==> config.mk <==
export PLATFORM = sky130hd
export DESIGN_NAME = reply_serializer
export DESIGN_NICKNAME = d
export VERILOG_FILES = /design/src/rtl/timetag_pkg.sv /design/src/rtl/reply_serializer.sv
export SDC_FILE = /design/constraint.sdc
export NUM_CORES = 1
export LEC_CHECK = 0
export ABC_AREA = 1
export CAP_MARGIN = 20
export CORE_UTILIZATION = 49
export DETAILED_ROUTE_END_ITERATION = 8
export GPL_ROUTABILITY_DRIVEN = 1
export HOLD_SLACK_MARGIN = 0.1
export PLACE_DENSITY = 0.79
export SLEW_MARGIN = 20
export SYNTH_ARGS = -nofsm -noshare
export SYNTH_HDL_FRONTEND = slang
export SYNTH_SLANG_ARGS = --single-unit
export TNS_END_PERCENT = 30
==> constraint.sdc <==
create_clock -name clk -period 1.7 [get_ports clk]
set_clock_uncertainty 0.1 [all_clocks]
set_input_delay 0.34 -clock clk [delete_from_list [all_inputs] [get_ports clk]]
set_output_delay 0.34 -clock clk [all_outputs]
set_load 0.005 [all_outputs]
==> src/rtl/timetag_pkg.sv <==
// Shared FX2 reply-path definitions: FSM states, reply length,
// checksum seed.
package timetag_pkg;

  typedef enum logic [1:0] {
    IDLE  = 2'd0,
    SEND  = 2'd1,
    CKSUM = 2'd2
  } state_t;

  localparam int REPLY_NBYTES = 4;

  localparam logic [7:0] CKSUM_SEED = 8'h00;

endpackage

==> src/rtl/reply_serializer.sv <==
// Streams a captured NBYTES status word to the FX2 host, LSB first.
// Ports: clk, reset (async, active-high), req/req_data (capture
// strobe), busy, req_dropped, reply_rdy/reply/reply_ack/reply_end.
// Option: REPLY_CHECKSUM_EN appends an XOR checksum byte.
module reply_serializer
  import timetag_pkg::*;
#(
  parameter  int NBYTES = REPLY_NBYTES,
  localparam int WIDTH  = 8 * NBYTES
) (
  input  logic             clk,
  input  logic             reset,
  input  logic             req,
  input  logic [WIDTH-1:0] req_data,
  output logic             busy,
  output logic             req_dropped,
  output logic             reply_rdy,
  output logic [7:0]       reply,
  input  logic             reply_ack,
  output logic             reply_end
);

  localparam int IW = (NBYTES > 1) ? $clog2(NBYTES) : 1;
  localparam logic [IW-1:0] LAST = IW'(NBYTES - 1);

`ifdef REPLY_CHECKSUM_EN
  localparam bit PAY_END = 1'b0;
`else
  localparam bit PAY_END = 1'b1;
`endif

  state_t           state, state_n;
  logic [WIDTH-1:0] sh, sh_n, shifted;
  logic [IW-1:0]    idx, idx_n;
  logic             busy_n, drop_n;
  logic             rdy_n, end_n;
  logic [7:0]       reply_n;
  logic             xfer, last;

`ifdef REPLY_CHECKSUM_EN
  logic [7:0] ck, ck_n;
`endif

  assign xfer    = reply_rdy & reply_ack;
  assign last    = (idx == LAST);
  assign shifted = sh >> 8;

  always_ff @(posedge clk or posedge reset) begin
    if (reset) begin
      state       <= IDLE;
      sh          <= '0;
      idx         <= '0;
      busy        <= 1'b0;
      req_dropped <= 1'b0;
      reply_rdy   <= 1'b0;
      reply       <= 8'h00;
      reply_end   <= 1'b0;
`ifdef REPLY_CHECKSUM_EN
      ck          <= CKSUM_SEED;
`endif
    end else begin
      state       <= state_n;
      sh          <= sh_n;
      idx         <= idx_n;
      busy        <= busy_n;
      req_dropped <= drop_n;
      reply_rdy   <= rdy_n;
      reply       <= reply_n;
      reply_end   <= end_n;
`ifdef REPLY_CHECKSUM_EN
      ck          <= ck_n;
`endif
    end
  end

  always_comb begin
    state_n = state;
    unique case (state)
      IDLE:
        if (req) state_n = SEND;
      SEND:
        if (xfer && last) begin
`ifdef REPLY_CHECKSUM_EN
          state_n = CKSUM;
`else
          state_n = IDLE;
`endif
        end
      CKSUM:
        if (xfer) state_n = IDLE;
      default:
        state_n = IDLE;
    endcase
  end

  always_comb begin
    sh_n    = sh;
    idx_n   = idx;
    busy_n  = busy;
    rdy_n   = reply_rdy;
    reply_n = reply;
    end_n   = reply_end;
    // busy mirrors "not IDLE", so it also covers the final-ack cycle
    drop_n  = req & busy;
`ifdef REPLY_CHECKSUM_EN
    ck_n    = ck;
`endif
    unique case (state)
      IDLE:
        if (req) begin
          sh_n    = req_data;
          idx_n   = '0;
          busy_n  = 1'b1;
          rdy_n   = 1'b1;
          reply_n = req_data[7:0];
          end_n   = PAY_END && (NBYTES == 1);
`ifdef REPLY_CHECKSUM_EN
          ck_n    = CKSUM_SEED;
`endif
        end
      SEND:
        if (xfer) begin
`ifdef REPLY_CHECKSUM_EN
          ck_n = ck ^ reply;
`endif
          if (!last) begin
            sh_n    = shifted;
            idx_n   = idx + 1'b1;
            reply_n = shifted[7:0];
            end_n   = PAY_END && (idx_n == LAST);
          end else begin
`ifdef REPLY_CHECKSUM_EN
            // checksum folds in the final payload byte
            reply_n = ck ^ reply;
            end_n   = 1'b1;
`else
            busy_n  = 1'b0;
            rdy_n   = 1'b0;
            end_n   = 1'b0;
`endif
          end
        end
      CKSUM:
        if (xfer) begin
          busy_n = 1'b0;
          rdy_n  = 1'b0;
          end_n  = 1'b0;
        end
      default: begin
        busy_n = 1'b0;
        rdy_n  = 1'b0;
        end_n  = 1'b0;
      end
    endcase
  end

endmodule
After elaboration in Yosys (flattened, before gate mapping)
Cells that the tools add are included.
Storage, ports and cells
  logic and storage cells: 52
  bits in registers: 47
Operators by class
  add/subtract/negate cells: 1
  bitwise gates (word level): 2
  reductions and logical operators: 7
  mux-type cells: 25
  eq/ne operators: 10
Operators by type and width (count)
  $mux W32: 3
  $pmux W32 S2: 1
  $mux W8: 3
  $pmux W8 S2: 1
  $mux W2: 6
  $ne A2 B2 Y1 const B: 6
  $reduce_and A4 Y1: 2
  $mux W1: 7
  $eq A2 B2 Y1 const B: 3
  $pmux W1 S3: 2
  $pmux W2 S3: 1
  $reduce_and A3 Y1: 2
  $pmux W2 S2: 1
  $add A2 B1 Y2 const B: 1
  $and A1 B1 Y1: 2
  $eq A2 B1 Y1 const B: 1
  $logic_not A2 Y1: 1
  $reduce_bool A2 Y1: 1
  $logic_and A1 B1 Y1: 1

Logic depth before layout (Yosys ltp)
  depth after elaboration: 5
  mapped depth: 7

Least setup slack after synthesis
No wires, ideal clock.
  path kind: register -> register
  from: register idx[0]
  to: register idx[0]
  library setup time: 117 ps
  period minus slack after synthesis: 1289 ps
  data arrival time: 1072 ps
  setup slack: 411 ps
  stages on the path, launching flop included: 7
  required time: 1483 ps
  path through: dfrtp_1 ha_1 nand2_2 nand3_2 buf_4 nand2_1 nand2_1
Between the ends
  cells in the longest elaborated chain, start to end: 4
RTL lines
  start: declaration: RTL line reply_serializer.sv:34  | logic [IW-1:0] idx, idx_n;
  start signal: assignment: RTL line reply_serializer.sv:64  | idx <= idx_n;
  $add A2 B1 Y2: RTL line reply_serializer.sv:128  | idx_n = idx + 1'b1;
  $mux W2: RTL line reply_serializer.sv:126  | if (!last) begin
  $mux W2: RTL line reply_serializer.sv:122  | if (xfer) begin
  $pmux W2 S2: RTL line reply_serializer.sv:108  | unique case (state)
Several ways; a longest one is shown, not always the timed one. The select of a mux whose other input is x is not followed.
A chain may end at the register's enable or synchronous reset.

Final worst setup path
  from: register reply[4]
  to: output reply[4]
RTL lines
  start: declaration: RTL line reply_serializer.sv:18  | output logic [7:0] reply,
  start signal: assignment: RTL line reply_serializer.sv:68  | reply <= reply_n;
No word-level cell between the ends.

==> metrics <==
outcome complete, no violations; reg2reg setup slack 270 ps; critical path, cell by cell clkdlybuf4s50_1; Hold Violations, Final 0; Initial DRC Count 201; vias 1801; number of buffers created by CTS 5; simple-gate share of the synthesized area 40.3%; Compound-Gate Fraction of Synth Area 0.738%; setup_tns 0 ps; GRT Residual Overflow 0; area of the mapped netlist 2040 µm²; clock-pin slew of the registers on the worst-case setup and hold paths 80 ps; die width 66.5 µm; fin crit share 94.2%; Cells after Synth 278; fmax 624 MHz; number of distinct library cells after synthesis 18; area delta synth->final 31.0%; maximum VDD drop 0.787 mV; Initial Util 50.9%; Yosys top cell area share 46.7%; clk sinks 38; Layout Cells excl Fill 368; largest net degree at the start of global routing 39; DRC 0; max_slew headroom 78.2%; Top Ports 48; max_cap viols 0; area leader, netlist dfrtp_1; Adder-Cell Fraction of Synth Area 1.23%; nets 355; crit path capture type primary output; Min-Delay Path Class input port to async pin; Crit path largest cell delay 500 ps; fraction of layout cells with a size suffix above 1 7.86%; Post-DRT Antenna Nets 0; Synthesis Warnings 0; Setup CP Type register to primary output; drt wl/cell 11.7 µm; final setup fails 0; unrepaired setup endpoints after global routing no; vias in the first global route 1811; fin crit period 1600 ps; crit path DAT 1160 ps; CTS root buffer clkbuf_8; hold_ws 294 ps; Post-Syn Nets 316; Critical Path RT 1260 ps; CP top delay family buffers and inverters; first-pass GRT wire length 7.62 mm; row count 23; Core Area 4000 µm²; hold_buf cts 0; Post-Route WL 4.31 mm; drt first pass iters 4; syn_area_per_cell 7.32 µm²; Diodes inserted 0; Crit-path slowest cell clkdlybuf4s50_1; register area share after synthesis 46.7%; H-tree depth 2; P_leak 1.48 nW; full die area 4420 µm²; CP Buf/Inv Count 1; HPWL Detailed 2.83 mm; PD cells 1570 nW/µm²; Worst-Skew Late Latency 290 ps; Global Route Usage Sum 23.2%; largest family of logic cells by synthesized area simple AND/OR/NAND/NOR gates; fin. max-slew vios 0; CTS Buffer Depth 2; Post-Layout Inst Area 2670 µm²; Worst Tran Pin Value 328 ps; die height 66.5 µm; Post-Place Cells 360; vias per cell 4.89; placed cell area 2520 µm²; Final Util 66.7%; initial antenna violation count 0; Post-Synth XOR/XNOR Area 0%; GP Congestion 0.795; CTS tree done; PortBufs 47; Synth area leaders dfrtp_1 (47%), nand2_1 (27%), nand3_1 (8.6%), buf_4 (4.8%), inv_1 (2.4%); crit-path max FO 2; Yosys reg bits 38; CP Launch Type register; multiplexer area fraction after synthesis 0%
[state kept, by name (all words and copies together), names as in the netlist]
name / flops
req_dropped: 1
reply_rdy: 1
reply_end: 1
sh: 25
idx: 2
state: 1
reply: 7
[cells in the final DEF (no fill, tap or decap), drive strengths merged]
master | Yosys | final
a21oi | 1 | 1
buf | 22 | 9
bufinv | 0 | 2
clkbuf | 2 | 6
clkdlybuf4s50 | 0 | 45
dfrtp | 38 | 38
dlymetal6s2s | 0 | 2
ha | 2 | 2
inv | 15 | 15
nand2 | 148 | 148
nand3 | 36 | 36
nor2 | 12 | 12
o21ai | 2 | 2
[through the flow]
stage	setup WS [ps]	total power, mW
global placement	51.1	3.19
CTS	14.8	4.22
finish	98.5	4.19
global route	45.9	4.52
detailed placement	12.6	3.26
floorplan	399	2.71
[tightest hold or removal path, stage by stage]
cell and delay [ps]:
clkdlybuf4s50_1 400, inv_1 90, buf_12 220
[layout make-up]
class                   count  area [µm²]
fillers                   363        1330
flip-flops and latches     38         952
multi-input cells         201         860
repair buffers             56         593
clock buffers               6        82.6
well taps                  50        62.6
clock inverters             2        60.1
inverters                  15        56.3
[cell usage after synthesis]
library cell	n
nor2_8	1
inv_1	13
ha_1	2
nor2_4	1
a21oi_1	1
clkbuf_1	2
buf_6	3
nand3_2	1
nand2_2	1
buf_4	13
nand3_1	35
o21ai_0	2
dfrtp_1	38
inv_2	2
nand2_1	146
buf_2	6
nor2_1	10
nand2_4	1
[logic make-up after synthesis]
kind of cell,after synthesis
flip-flops,38
AND/OR/NAND/NOR,196
adder cells (fa/ha/maj),2
buffers and inverters,39
AO/OA/AOI/OAI,3
[final timing paths]
path,cells after the start,startpoint,end
max,1,reply[4]$_DFFE_PP0P_,reply[4]
max in group asynchronous,3,reset,state[0]$_DFFE_PP0P_
min in group clk,2,reply[0]$_DFFE_PP0P_,reply[0]$_DFFE_PP0P_
min reg2reg,2,reply[0]$_DFFE_PP0P_,reply[0]$_DFFE_PP0P_
max reg2reg,6,state[0]$_DFFE_PP0P_,reply[4]$_DFFE_PP0P_
min,3,reset,reply[2]$_DFFE_PP0P_
[routing by layer]
metal | up-vias | track usage (%) | part of all wire, %
met2 | 52 | 40.8 | 49
met1 | 821 | 26.9 | 45
met3 | 10 | 4.79 | 4.6
met4 | 0 | 10.6 | 1.7
met5 | - | 0 | 0
li1 | 918 | - | -
[report_power, final]
part | switching, mW | internal [mW] | leakage (nW)
registers | 0.226 | 1.24 | 0.508
logic | 0.961 | 0.816 | 0.902
clock network | 0.322 | 0.626 | 0.0714
total | 1.51 | 2.68 | 1.48
[what timing repair did]
item	CTS	global route
buffers inserted	0	0
endpoints found under the setup margin	0	11
resized for setup	0	3
No activity file was read; power rests on OpenSTA's default activity.
